--- src/rtl/trng_pkg.sv ---
// trng_pkg: state encoding and default parameters shared by the TRNG collector files.
package trng_pkg;

    typedef enum logic [1:0] {IDLE, WARMUP, RUN, FAIL} trng_state_t;

    localparam int DEF_WIDTH         = 32;
    localparam int DEF_FIFO_DEPTH    = 4;
    localparam int DEF_SAMPLE_DIV    = 4;
    localparam int DEF_WARMUP_CYCLES = 64;
    localparam int DEF_REP_LIMIT     = 32;

endpackage

--- src/rtl/trng_fifo.sv ---
// trng_fifo: synchronous first-word-fall-through FIFO; rd_data_o reads zero while empty.
module trng_fifo
    import trng_pkg::*;
#(
    parameter int WIDTH      = DEF_WIDTH,
    parameter int FIFO_DEPTH = DEF_FIFO_DEPTH
) (
    input  logic                        clk,
    input  logic                        reset,
    input  logic                        push_i,
    input  logic [WIDTH-1:0]            push_data_i,
    input  logic                        pop_i,
    output logic [WIDTH-1:0]            rd_data_o,
    output logic                        rd_valid_o,
    output logic [$clog2(FIFO_DEPTH):0] level_o
);
    localparam int AW = $clog2(FIFO_DEPTH);
    localparam int LW = AW + 1;

    logic [WIDTH-1:0] mem_q [FIFO_DEPTH];
    logic [AW-1:0] wr_ptr_q, wr_ptr_d, rd_ptr_q, rd_ptr_d;
    logic [LW-1:0] level_q, level_d;
    logic do_push, do_pop;

    assign do_pop  = pop_i && level_q != '0;
    assign do_push = push_i && level_q != LW'(FIFO_DEPTH);

    always_comb begin
        wr_ptr_d = do_push ? wr_ptr_q + 1'b1 : wr_ptr_q;
        rd_ptr_d = do_pop ? rd_ptr_q + 1'b1 : rd_ptr_q;
        level_d  = level_q + LW'(do_push) - LW'(do_pop);
    end

    always_ff @(posedge clk) begin
        if (reset) begin
            wr_ptr_q <= '0;
            rd_ptr_q <= '0;
            level_q  <= '0;
        end else begin
            wr_ptr_q <= wr_ptr_d;
            rd_ptr_q <= rd_ptr_d;
            level_q  <= level_d;
        end
    end

    always_ff @(posedge clk) begin
        if (do_push) mem_q[wr_ptr_q] <= push_data_i;
    end

    assign rd_valid_o = level_q != '0;
    assign rd_data_o  = rd_valid_o ? mem_q[rd_ptr_q] : '0;
    assign level_o    = level_q;

endmodule

--- src/rtl/trng_collector.sv ---
// trng_collector: samples the TRNG macro, von Neumann debiases, packs WIDTH-bit words into a FWFT FIFO.
// Define TRNG_HEALTH_EN to add the repetition-count health test and the FAIL state.
module trng_collector
    import trng_pkg::*;
#(
    parameter int WIDTH         = DEF_WIDTH,
    parameter int FIFO_DEPTH    = DEF_FIFO_DEPTH,
    parameter int SAMPLE_DIV    = DEF_SAMPLE_DIV,
    parameter int WARMUP_CYCLES = DEF_WARMUP_CYCLES,
    parameter int REP_LIMIT     = DEF_REP_LIMIT
) (
    input  logic                        clk,
    input  logic                        reset,
    input  logic                        enable,
    output logic                        trng_en,
    input  logic                        trng_raw,
    output logic [WIDTH-1:0]            rd_data,
    output logic                        rd_valid,
    input  logic                        rd_ready,
    output logic [$clog2(FIFO_DEPTH):0] level,
    output logic                        health_fail
);
    localparam int SW = $clog2(SAMPLE_DIV + 1);
    localparam int WW = $clog2(WARMUP_CYCLES + 1);
    localparam int BW = $clog2(WIDTH);
    localparam int LW = $clog2(FIFO_DEPTH) + 1;

    if (WIDTH < 2 || FIFO_DEPTH < 2 || (FIFO_DEPTH & (FIFO_DEPTH - 1)) != 0 ||
        SAMPLE_DIV < 1 || WARMUP_CYCLES < 1 || REP_LIMIT < 1) begin : g_bad_params
        $error("trng_collector: illegal parameter set");
    end

    trng_state_t state_q, state_d;
    logic sync_q, raw_s_q;
    logic [WW-1:0] warm_q, warm_d;
    logic [SW-1:0] div_q, div_d;
    logic pair_q, pair_d, first_q, first_d;
    logic [WIDTH-2:0] word_q, word_d;
    logic [BW-1:0] bits_q, bits_d;
    logic [WIDTH-1:0] shift_w;
    logic full, clr, strobe, extract, push, rep_trip;

    assign full    = level == LW'(FIFO_DEPTH);
    assign clr     = state_q == IDLE || state_q == WARMUP;
    assign strobe  = state_q == RUN && div_q == SW'(SAMPLE_DIV - 1) && !full;
    assign extract = strobe && pair_q && first_q != raw_s_q;
    assign push    = extract && bits_q == BW'(WIDTH - 1);
    // The register only keeps WIDTH-1 bits; the newest bit completes the word on push.
    assign shift_w = {word_q, first_q};

`ifdef TRNG_HEALTH_EN
    localparam int RW = $clog2(REP_LIMIT + 1);
    logic [RW-1:0] rep_q, rep_d;
    logic prev_q, prev_d;

    always_comb begin
        prev_d = strobe ? raw_s_q : prev_q;
        rep_d  = state_q != RUN ? '0 :
                 !strobe ? rep_q :
                 (rep_q == '0 || raw_s_q != prev_q) ? RW'(1) : rep_q + 1'b1;
    end

    assign rep_trip = strobe && rep_d == RW'(REP_LIMIT);

    always_ff @(posedge clk) begin
        if (reset) begin
            rep_q  <= '0;
            prev_q <= 1'b0;
        end else begin
            rep_q  <= rep_d;
            prev_q <= prev_d;
        end
    end
`else
    assign rep_trip = 1'b0;
`endif

    always_ff @(posedge clk) begin
        state_q <= reset ? IDLE : state_d;
    end

    always_comb begin
        state_d = state_q;
        if (!enable) state_d = IDLE;
        else if (state_q == IDLE) state_d = WARMUP;
        else if (state_q == WARMUP && warm_q == WW'(WARMUP_CYCLES - 1)) state_d = RUN;
        else if (state_q == RUN && rep_trip) state_d = FAIL;
    end

    always_comb begin
        trng_en = state_q == WARMUP || state_q == RUN;
`ifdef TRNG_HEALTH_EN
        health_fail = state_q == FAIL;
`else
        health_fail = 1'b0;
`endif
    end

    always_comb begin
        warm_d  = state_q == WARMUP ? warm_q + 1'b1 : '0;
        div_d   = (state_q != RUN || div_q == SW'(SAMPLE_DIV - 1)) ? '0 : div_q + 1'b1;
        pair_d  = clr ? 1'b0 : strobe ? !pair_q : pair_q;
        first_d = clr ? 1'b0 : (strobe && !pair_q) ? raw_s_q : first_q;
        word_d  = clr ? '0 : extract ? shift_w[WIDTH-2:0] : word_q;
        bits_d  = (clr || push) ? '0 : extract ? bits_q + 1'b1 : bits_q;
    end

    always_ff @(posedge clk) begin
        if (reset) begin
            sync_q  <= 1'b0;
            raw_s_q <= 1'b0;
            warm_q  <= '0;
            div_q   <= '0;
            pair_q  <= 1'b0;
            first_q <= 1'b0;
            word_q  <= '0;
            bits_q  <= '0;
        end else begin
            sync_q  <= trng_raw;
            raw_s_q <= sync_q;
            warm_q  <= warm_d;
            div_q   <= div_d;
            pair_q  <= pair_d;
            first_q <= first_d;
            word_q  <= word_d;
            bits_q  <= bits_d;
        end
    end

    trng_fifo #(.WIDTH(WIDTH), .FIFO_DEPTH(FIFO_DEPTH)) u_fifo (
        .clk         (clk),
        .reset       (reset),
        .push_i      (push),
        .push_data_i (shift_w),
        .pop_i       (rd_ready),
        .rd_data_o   (rd_data),
        .rd_valid_o  (rd_valid),
        .level_o     (level)
    );

endmodule

--- config.mk ---
export PLATFORM = sky130hd
export DESIGN_NAME = trng_collector
export DESIGN_NICKNAME = d
export VERILOG_FILES = /design/src/rtl/trng_pkg.sv /design/src/rtl/trng_fifo.sv /design/src/rtl/trng_collector.sv
export SDC_FILE = /design/constraint.sdc
export NUM_CORES = 1
export LEC_CHECK = 0
export CORE_MARGIN = 4
export CORE_UTILIZATION = 46
export DETAILED_ROUTE_END_ITERATION = 10
export PLACE_DENSITY_LB_ADDON = 0.2
export SYNTH_ARGS = -nofsm -noshare
export SYNTH_HDL_FRONTEND = slang
export SYNTH_HIERARCHICAL = 1
export SYNTH_SLANG_ARGS = --single-unit
--- constraint.sdc ---
create_clock -name clk -period 7.95 [get_ports clk]
set_input_delay 2.385 -clock clk [delete_from_list [all_inputs] [get_ports clk]]
set_output_delay 2.385 -clock clk [all_outputs]
set_load 0.005 [all_outputs]
==> impl_metrics.toml, run 1 <==
[sta]
hold_slack_ns = 0.425
relSlewSlack_pct = 45.0
post-route-period-util_pct = 64.0
drv_slew = 0
post-route-min-period_ns = 5.09
fin_tns_setup_ns = 0
tightestPinTransition_ns = 0.825
setup_violations = 0
fin_worst_skew_ns = 0.00832
rsz0062_at_grt = "no"
timing.fmax_mhz = 197
final-hold-violation-count = 0

[worst_setup_path]
cp_slowest_stage_delay_ns = 0.62
path_class = "flip-flop to output port"
cp.required_ns = 5.57
r2r_end = "u_fifo/level_o[2]"
crit_chain = "buf_4 > mux4_2 > nor2b_1 > clkdlybuf4s50_1"
crit_family = "buffers and inverters"
end_kind = "output port"
crit_path_top_delay_cell = "dfxtp_2"
crit_fanout = 20
r2r-start = "bits_q[0]"
r2r_cells = 14
critPathBufInv = 2
arrival_ns = 2.70
r2r_slack_ns = 4.88
startpoint_type = "flip-flop"

[route]
vias = 3873
wire_per_inst_um = 16.3
drt-pass1-iter-count = 4
ant_nets = 0
drc_errors = 0
via_per_inst = 5.07
drt-total-wl_um = 12500
drt_iter0_markers = 237

[grt]
grt_pass1_vias = 3954
grt_pass1_wl_um = 20500
antenna_found_initial = 0
grt_max_degree = 40
grt_usage_pct = 14.9
grt_overflow = 0

[die]
start_util_pct = 46.7
core_region_area_um2 = 15800
die_y_um = 135
die-area_um2 = 18200
fp-row-count = 46
die_w_um = 135
ios = 43

[cts]
post_cts_buffers = 0
cts_resized = 0
cts-root-buf = "clkbuf_16"
clk_pin_slew_worst_paths_ns = 0.06
clockBufferDepth = 2
cts_tree = "yes"
h-tree-depth = 4
cts_hold_buf = 0
clock-sinks = 189
cts_buffers = 17
clk_latency_ns = 0.42

[yosys]
ys.flop_type = "edfxtp_1"
syn-cell-area_um2 = 7390
post_synth.cell_area_avg_um2 = 15.1
ys_warn_count = 6
synth_cells = 489
async_flop_share_pct = 0
synth-seq-area-share_pct = 68.5
synth-seq-cells = 189
synth_nets = 509
synthDistinctLibCells = 41
synth_edf_count = 128

[power_and_ir_drop]
leakagePower_nw = 2.73
power.density_nw_per_um2 = 283
power_mw = 2.40
peakVddDrop_uv = 170

[job]
maxCapViolCount = 0

[cells_and_area]
antennaDiodeCount = 0
area_growth_pct = 14.9
nets = 555
drive_above_1_share_pct = 13.7
finalInstanceArea_um2 = 8490

[min_path]
hold_path_class = "flip-flop to flip-flop"
min-delay-start = "div_q[0]"
holdPathEnd = "div_q[0]"
hold-path-cell-count = 1

[placement]
gp_congestion = 0.700
portBuffers = 41
dpl_cell_area_um2 = 7970
dp_hpwl_um = 7450

[outcome]
outcome = "complete, no violations"
## cell usage in the layout (no fill, tap or decap), types with 2 or more instances in the layout
| cell type | n |
|---|---|
| clkinv_2 | 3 |
| nand3b_1 | 2 |
| or3_1 | 4 |
| nor2b_4 | 5 |
| clkinv_1 | 4 |
| edfxtp_1 | 128 |
| and3_1 | 3 |
| buf_4 | 9 |
| and2_1 | 6 |
| clkinv_4 | 2 |
| nand2_1 | 67 |
| xnor2_1 | 3 |
| xor2_1 | 5 |
| clkbuf_16 | 17 |
| nand2b_1 | 5 |
| inv_1 | 14 |
| nand3_1 | 4 |
| clkbuf_1 | 5 |
| dfxtp_1 | 60 |
| mux2i_1 | 2 |
| clkdlybuf4s50_1 | 41 |
| nor2_1 | 21 |
| ha_1 | 14 |
| nor3_1 | 2 |
| o21ai_0 | 5 |
| nor2b_1 | 30 |
| a21oi_1 | 39 |
| mux4_2 | 32 |
## sequential cells by signal, indices dropped and copies added, names as in the netlist, named ones only
signal / flops
u_fifo/mem_q: 128
word_q: 31
warm_q: 7
bits_q: 5
div_q: 3
u_fifo/level_o: 3
state_q: 2
u_fifo/rd_ptr_q: 2
u_fifo/wr_ptr_q: 2
first_q: 1
pair_q: 1
raw_s_q: 1
sync_q: 1
## Yosys cell counts (2+ instances only)
cell      count  area, um^2
or3_1         4        25.0
and3_1        3        18.8
mux2i_1       2        20.0
edfxtp_1    128        3840
mux4_2       32         721
nand2b_1      5        31.3
xnor2_1       3        26.3
nor2b_1      30         188
nor2_1       21        78.8
ha_1         14         175
a21oi_1      39         195
buf_12        3        60.1
buf_2         9        45.0
clkbuf_8      3        41.3
o21ai_0       5        25.0
nand2_1      67         251
nand3b_1      2        15.0
and2_1        6        37.5
xor2_1        5        43.8
nand3_1       4        20.0
nor3_1        2        10.0
inv_1        14        52.6
nor2b_4       5        68.8
dfxtp_1      61        1220
clkbuf_1      6        22.5
## power by group
part	internal (mW)	leakage, nW	switching [mW]
Sequential	1.05	1.68	0.0406
Clock	0.426	0.256	0.329
Combinational	0.337	0.800	0.217
Total	1.81	2.73	0.587
## layout make-up
class | instances | area, um^2
flip-flops and latches | 189 | 5070
well taps | 216 | 270
repair buffers | 50 | 478
clock buffers | 22 | 444
clock inverters | 10 | 77.6
fillers | 1286 | 7340
inverters | 14 | 52.6
multi-input cells | 263 | 2100
## worst max path at each step
| stage | endpoint | depth (start not counted) |
|---|---|---|
| detailed placement | rd_data[24] | 4 |
| floorplan | u_fifo/level_o[2] | 10 |
| global route | rd_data[27] | 4 |
| CTS | rd_data[24] | 4 |
| global placement | rd_data[24] | 4 |
| finish | rd_data[27] | 4 |
## worst register-to-register path, stage by stage (launching register included)
cell,delay (ns)
dfxtp_1,0.40
ha_1,0.22
and3_1,0.18
ha_1,0.30
and2_1,0.16
a21boi_2,0.31
inv_1,0.08
ha_1,0.29
inv_1,0.06
ha_1,0.13
inv_1,0.05
fa_1,0.36
xor2_1,0.16
and2_1,0.17
nor3_1,0.11
## metal layers
layer | part of all wire [%] | routed length [um] | up-vias | GRT usage (%)
met1 | 44 | 5480 | 1935 | 18.5
li1 | - | - | 1859 | -
met5 | 0 | 0 | - | 0
met4 | 1.3 | 162 | 0 | 5.32
met2 | 51 | 6330 | 65 | 24.9
met3 | 4.1 | 510 | 14 | 4.62
## kinds of logic (layout without fill, tap and decap cells)
| family | count (synthesis) | count (layout) | share of synthesized area (%) |
|---|---|---|---|
| compound gates | 48 | 48 | 3.42 |
| fa+ha+maj | 15 | 15 | 2.64 |
| buf+inv | 37 | 96 | 3.25 |
| flops | 189 | 189 | 68.5 |
| mux | 35 | 35 | 10.2 |
| xor+xnor | 8 | 8 | 0.948 |
| simple gates | 156 | 156 | 11.0 |
| other cells | 1 | 1 | 0.0507 |
## per-stage QoR
step | worst slack, ns | utilization (%) | instances
after floorplan | 4.09 | - | 489
after global routing | 2.57 | 53.6 | 764
after global placement | 3.21 | 50.3 | 732
final | 2.86 | 53.6 | 764
after detailed placement | 3.20 | 50.3 | 732
after CTS | 2.73 | 53.6 | 764
No activity file was read; power rests on OpenSTA's default activity.
==> run 2, diff against run 1 <==
clock period = 4.3 ns   (was 7.95 ns; I/O delays follow)
==> impl_metrics.toml, run 2 (same netlist as run 1, synthesis figures left out) <==
[cells_and_area]
largest_reg_flops = 128
final_cell_mix = "edfxtp_1, nand2_1, dfxtp_1, clkdlybuf4s50_1, a21oi_1"
largest-register = "u_fifo/mem_q"
instances_no_fill = 765
nets = 556
largestRegisters = "u_fifo/mem_q (128), word_q (31), warm_q (7)"
area_growth_pct = 15.8
drive_above_1_share_pct = 14.9
final_common_cell = "edfxtp_1"
antennaDiodeCount = 0
nFillCells = 1286

[sta]
fin_ws_ns = 0.480
relSlewSlack_pct = 54.8
rsz0062_at_grt = "no"
setup_violations = 0
fin_worst_skew_ns = 0.00967
drv_slew = 0
final-hold-violation-count = 0
tightestPinTransition_ns = 0.676
timing.fmax_mhz = 262
post-route-min-period_ns = 3.82
fin_tns_setup_ns = 0
hold_slack_ns = 0.426
post-route-period-util_pct = 88.8

[die]
ios = 43
die_w_um = 135
core_region_area_um2 = 15800
die-area_um2 = 18200
fp-row-count = 46
start_util_pct = 46.7
die_y_um = 135

[job]
maxCapViolCount = 0

[placement]
portBuffers = 41
dp_cells = 733
place_ws_ns = 0.844
dp_hpwl_um = 7040
gp_congestion = 0.691

[grt]
grt_usage_pct = 14.7
grt_pass1_vias = 3935
grt_pass1_wl_um = 20400
antenna_found_initial = 0
grt_max_degree = 40
grt_overflow = 0

[worst_setup_path]
arrival_ns = 2.53
crit_fanout = 18
startpoint_type = "flip-flop"
end_kind = "output port"
cp.required_ns = 3.01
r2r_cells = 15
path_class = "flip-flop to output port"

[route]
drc_errors = 0
vias = 3853
drt_iter0_markers = 188
ant_nets = 0
drt-pass1-iter-count = 5
via_per_inst = 5.04
wire_per_inst_um = 16.5
drt-total-wl_um = 12600

[cts]
post_cts_buffers = 0
clock-sinks = 189
cts_tree = "yes"
clk_pin_slew_worst_paths_ns = 0.06
clockBufferDepth = 2
cts_hold_buf = 0
cts_resized = 0
h-tree-depth = 4
cts-root-buf = "clkbuf_16"
cts_buffers = 17
clk_latency_ns = 0.42

[power_and_ir_drop]
power.density_nw_per_um2 = 532
leakagePower_nw = 2.76
peakVddDrop_uv = 302

[outcome]
outcome = "complete, no violations"

[min_path]
hold-path-cell-count = 1
hold_path_class = "flip-flop to flip-flop"
-- run 2: cell count changes in the layout (fill, tap and decap cells not counted), sizes merged --
cell | before | now
clkbuf | 22 | 19
clkinvlp | 0 | 2
clkinv | 9 | 7
inv | 14 | 16
bufinv | 1 | 2
buf | 9 | 10
-- run 2: metrics by stage --
stage | util, % | cell area [um^2] | power [mW]
after floorplan | - | 7390 | 2.66
after global placement | 50.5 | 7990 | 3.12
after detailed placement | 50.5 | 7990 | 3.12
after CTS | 54.1 | 8560 | 4.63
after global routing | 54.1 | 8560 | 4.78
final | 54.1 | 8560 | 4.56
-- run 2: area by class of cell --
cell class | count | area, um^2 | share of cell area, %
well taps | 216 | 270 | 3.16
clock inverters | 13 | 141 | 1.65
inverters | 14 | 52.6 | 0.614
flip-flops and latches | 189 | 5070 | 59.2
clock buffers | 19 | 433 | 5.06
repair buffers | 51 | 498 | 5.82
multi-input cells | 263 | 2100 | 24.5
-- run 2: metal layers --
layer	track usage (%)	share of wire, %
met5	0	0
met4	4.24	0.48
met3	4.06	4.1
met2	25.1	52
met1	18.6	44
-- run 2: report_power, final --
part	total (mW)	switching [mW]	leakage, nW	internal [mW]
sequential	2.02	0.0728	1.68	1.94
clock	1.51	0.648	0.275	0.860
combinational	1.03	0.397	0.809	0.637
total	4.56	1.12	2.76	3.44
-- run 2: worst max-delay path, cell delays in order (launching register included) --
cell             delay (ns)
dfxtp_2                0.70
buf_12                 0.27
mux4_2                 0.53
nor2b_1                0.15
clkdlybuf4s50_1        0.46
-- run 2: worst paths after layout --
check | slack, ns | endpoint | from
max | 0.48 | rd_data[27] | flip-flop
min | 0.43 | div_q[0] | div_q[0]
max reg2reg | 1.24 | u_fifo/level_o[2] | div_q[0]
min reg2reg | 0.43 | div_q[0] | div_q[0]
